File: src/rtl/led_activity_array.sv
// Per-channel activity LED stretcher: each qualified pulse holds the LED lit for HOLD_CLK+1 cycles.
// Optional blink overlay compiled in with `define LED_BLINK_EN.
module led_activity_array #(
  parameter int CHANNELS   = 4,
  parameter int HOLD_CLK   = 10000,
  parameter int CNT_W      = 32,
  parameter int ACTIVE_LOW = 1,
  parameter int BLINK_CLK  = 2500000
) (
  input  logic                clk,
  input  logic                reset,
  input  logic [CHANNELS-1:0] activity,
  input  logic [CHANNELS-1:0] en,
  input  logic [CHANNELS-1:0] mode,
  output logic [CHANNELS-1:0] led,
  output logic [CHANNELS-1:0] busy
);

  typedef enum logic {IDLE = 1'b0, HOLD = 1'b1} state_t;

  localparam logic [CNT_W-1:0] HOLD_VAL = CNT_W'(HOLD_CLK);
  localparam logic             POL      = (ACTIVE_LOW != 0);

  logic [CHANNELS-1:0] busy_d;
  logic [CHANNELS-1:0] blink_mask;
  logic [CHANNELS-1:0] lit_q;
  logic [CHANNELS-1:0] lit_d;

`ifdef LED_BLINK_EN
  localparam int               PRE_W   = (BLINK_CLK > 1) ? $clog2(BLINK_CLK) : 1;
  localparam logic [PRE_W-1:0] PRE_MAX = PRE_W'(BLINK_CLK - 1);

  logic [PRE_W-1:0] pre_q;
  logic [PRE_W-1:0] pre_d;
  logic             phase_q;
  logic             phase_d;

  always_comb begin
    pre_d   = pre_q + 1'b1;
    phase_d = phase_q;
    if (pre_q == PRE_MAX) begin
      pre_d   = '0;
      phase_d = ~phase_q;
    end
  end

  always_ff @(posedge clk) begin
    if (reset) begin
      pre_q   <= '0;
      phase_q <= 1'b0;
    end else begin
      pre_q   <= pre_d;
      phase_q <= phase_d;
    end
  end

  // Next-cycle phase keeps the registered LED aligned with busy.
  assign blink_mask = ~mode | {CHANNELS{phase_d}};
`else
  logic unused_mode;
  assign unused_mode = ^mode;
  assign blink_mask  = '1;
`endif

  for (genvar gi = 0; gi < CHANNELS; gi++) begin : g_ch
    state_t           state_q;
    state_t           state_d;
    logic [CNT_W-1:0] cnt_q;
    logic [CNT_W-1:0] cnt_d;
    logic             pulse;

    assign pulse = activity[gi] & en[gi];

    always_comb begin
      state_d = state_q;
      cnt_d   = cnt_q;
      case (state_q)
        IDLE: begin
          if (pulse) begin
            state_d = HOLD;
            cnt_d   = HOLD_VAL;
          end
        end
        HOLD: begin
          if (pulse) begin
            cnt_d = HOLD_VAL;
          end else if (cnt_q == '0) begin
            state_d = IDLE;
          end else begin
            cnt_d = cnt_q - 1'b1;
          end
        end
        default: begin
          state_d = IDLE;
          cnt_d   = '0;
        end
      endcase
    end

    always_ff @(posedge clk) begin
      if (reset) begin
        state_q <= IDLE;
        cnt_q   <= '0;
      end else begin
        state_q <= state_d;
        cnt_q   <= cnt_d;
      end
    end

    assign busy[gi]   = (state_q == HOLD);
    assign busy_d[gi] = (state_d == HOLD);
  end

  assign lit_d = busy_d & blink_mask;

  // Storing "lit" rather than the pin level lets every register reset and power up at zero.
  always_ff @(posedge clk) begin
    if (reset) begin
      lit_q <= '0;
    end else begin
      lit_q <= lit_d;
    end
  end

  assign led = lit_q ^ {CHANNELS{POL}};

endmodule

File: config.mk
export PLATFORM = sky130hd
export DESIGN_NAME = led_activity_array
export DESIGN_NICKNAME = d
export VERILOG_FILES = /design/src/rtl/led_activity_array.sv
export SDC_FILE = /design/constraint.sdc
export NUM_CORES = 1
export LEC_CHECK = 0
export ABC_AREA = 1
export CORE_ASPECT_RATIO = 1.5
export CORE_MARGIN = 2
export CORE_UTILIZATION = 25
export CTS_BUF_LIST = sky130_fd_sc_hd__clkbuf_2
export DETAILED_ROUTE_END_ITERATION = 8
export GPL_ROUTABILITY_DRIVEN = 0
export GPL_TIMING_DRIVEN = 0
export HOLD_SLACK_MARGIN = 0.02
export PLACE_DENSITY = 0.41
export SLEW_MARGIN = 25
export SYNTH_ARGS = -nofsm -noshare
export SYNTH_HDL_FRONTEND = slang
export SYNTH_SLANG_ARGS = --single-unit
File: constraint.sdc
create_clock -name clk -period 3.3 [get_ports clk]
set_clock_uncertainty 0.2 [all_clocks]
set_input_delay 0.495 -clock clk [delete_from_list [all_inputs] [get_ports clk]]
set_output_delay 0.495 -clock clk [all_outputs]
set_load 0.01 [all_outputs]
==> qor.csv <==
stage;metric;value;unit
finish;most frequent cells in the layout;451 x nand2_1, 289 x nor2_1, 171 x inv_1, 132 x dfxtp_1, 109 x nand3_1;
cts;CTS sink count;132;
power;PnR Total Power;6.93;mW
drt;DRC;0;
synthesis;largest area contributor in the netlist;dfxtp_1;
placed_design;Buffers on Ports;17;
synthesis;post-synthesis cell type count;32;
run;max capacitance violation total;0;
min_path;Hold Crit Class;reg2reg;
critical_path;crit path max fanout;8;
synthesis;number of synthesized flops with an enable pin;0;
power;Leak;4.58;nW
finish;area delta synth->final;11.2;%
global_routing;Tot GR Track Use;15.9;%
critical_path;type of the worst setup path;reg2out;
global_routing;total gr overflow;0;
floorplanning;FP Rows;83;
cts;post-CTS setup buffers;0;
placed_design;dpl hpwl;21600;um
synthesis;Yosys Warn Count;0;
finish;Nets;1531;
timing;setup_tns;0;ps
finish;most common cell after layout, fill and taps aside;nand2_1;
critical_path;nature of the critical path startpoint;flop;
synthesis;Syn Std Cell Area;8660;um^2
timing;Final Slew Violations;0;
drt;DR vias;8926;
timing;final hold violation count;0;
global_routing;largest net degree at the start of global routing;17;
floorplanning;core outline area;34200;um^2
drt;Routed WL;28000;um
global_routing;vias in the first global route;8612;
placed_design;Area after DPL;9360;um^2
drt;Initial DRC Count;398;
cts;CTS Hold Bufs;0;
floorplanning;die extent in x;156;um
critical_path;Worst Path Arrival;2360;ps
power;Power Density;720;nW/um^2
finish;cell area after layout;9630;um^2
finish;layout cells sized above 1;6.82;%
cts;clk_lat worst skew;810;ps
synthesis;Mapped Cells;1478;
timing;final worst path period need;3060;ps
timing;Least-Margin Pin Slew;713;ps
synthesis;Post-synth top flop;dfxtp_1;
cts;clk root buf;clkbuf_2;
floorplanning;initial core utilization;25.3;%
cts;cts bufs inserted;17;
synthesis;register area share after synthesis;30.5;%
timing;fin crit share;92.6;%
critical_path;Critical Path RT;2600;ps
drt;via/cell ratio;4.57;
global_routing;initial antenna violation count;1;
floorplanning;num ports;22;
drt;Post-DRT Antenna Nets;0;
synthesis;Synth async-reset ratio;0;%
timing;Achievable Freq;327;MHz
cts;CTS tree;done;
synthesis;Synth area leaders;dfxtp_1 31%, nand2_1 20%, nor2_1 13%;
synthesis;Yosys reg bits;132;
timing;Max-slew headroom;52.4;%
drt;first-pass iteration count of the detailed router;4;
timing;unrepaired setup endpoints after global routing;no;
floorplanning;die height;232;um
synthesis;Post-Syn Nets;1496;
finish;Final Non-Filler Cells;1953;
global_routing;first-pass GRT wire length;44700;um
finish;filler cell count;3912;
floorplanning;DIE AREA;36200;um^2
power;peak supply drop;0.281;mV
placed_design;Post-Place Cells;1920;
synthesis;top-area cell type share of the netlist area;30.5;%
critical_path;kind of end point of the critical path;primary output;
timing;final number of setup-violating endpoints;0;
cts;clk buf depth;2;
cts;Max H-tree Level;4;
cts;clock slew seen by the registers of the worst setup and hold paths;210;ps
synthesis;Post-Syn Area per Cell;5.86;um^2
drt;WL per Instance;14.3;um
outcome;status;completed;
cells by family after synthesis:
group	count (synthesis)	share of synthesized area, %
DFF	132	30.5
and+or+nand+nor	976	48.5
adders and majority gates	4	0.578
buffers and inverters	217	10.8
AOI/OAI and AO/OA	131	7.83
xor gates and xnor gates	18	1.82
registers in the layout, indices dropped and copies added (netlist names):
register      cells
g_ch.state_q      1
lit_q             3
g_ch.cnt_q      128
through the flow:
stage	setup slack, ps	hold slack [ps]	utilization [%]
5_1_grt	27.0	285	28.2
3_3_place_gp	45.3	253	27.4
6_report	244	281	28.2
4_1_cts	73.3	268	28.2
3_5_place_dp	28.5	258	27.4
2_1_floorplan	1450	239	-
routing by layer:
| metal | vias to the layer above | part of all wire (%) | GRT usage [%] |
|---|---|---|---|
| met5 | - | 0 | 0 |
| met4 | 0 | 2.8 | 6.65 |
| met3 | 37 | 1.9 | 2.39 |
| met2 | 107 | 55 | 31.8 |
| met1 | 4051 | 40 | 16.0 |
| li1 | 4731 | - | - |
final cells by class:
class	count	area, um^2	area share, %
plain buffers	39	265	2.76
repair buffers	17	170	1.77
flip-flops and latches	132	2640	27.4
diodes	2	5.00	0.0520
inverters	177	668	6.94
multi-input cells	1129	5080	52.8
clock buffers	20	100	1.04
well taps	425	532	5.52
clock inverters	12	161	1.68
timing repair:
item | CTS | global route
resized for setup | 0 | 1
endpoints found under the setup margin | 1 | 1
pin swaps | 0 | 0
power breakdown:
group | leakage, nW | switching (mW) | internal (mW)
combinational | 3.35 | 2.50 | 1.22
sequential | 1.07 | 0.260 | 1.80
clock | 0.156 | 0.659 | 0.496
cells in the mapped netlist, drive strengths merged (4+ instances only):
library cell,n
nand3,111
or2,5
o21ai,51
a21oi,74
nor2,313
buf,27
xor2,14
nor3,19
inv,174
nand2,462
dfxtp,132
nand4,52
o21bai,6
xnor2,4
nand3b,11
clkbuf,13
ha,4
worst paths after layout:
path,start,to,slack (ps),depth (start not counted)
worst max-delay path,g_ch[3].state_q,led[3],240,2
worst min-delay path,g_ch[0].cnt_q[0],g_ch[0].cnt_q[0],280,2
worst max register to register,lit_q[1],g_ch[1].cnt_q[27],860,6
worst min register to register,g_ch[0].cnt_q[0],g_ch[0].cnt_q[0],280,2
critical path, cell delays in order (launching register included):
cell and delay [ps]:
dfxtp_1 640, clkinvlp_4 350, clkdlybuf4s50_1 550
(Power assumes the default switching activity.)
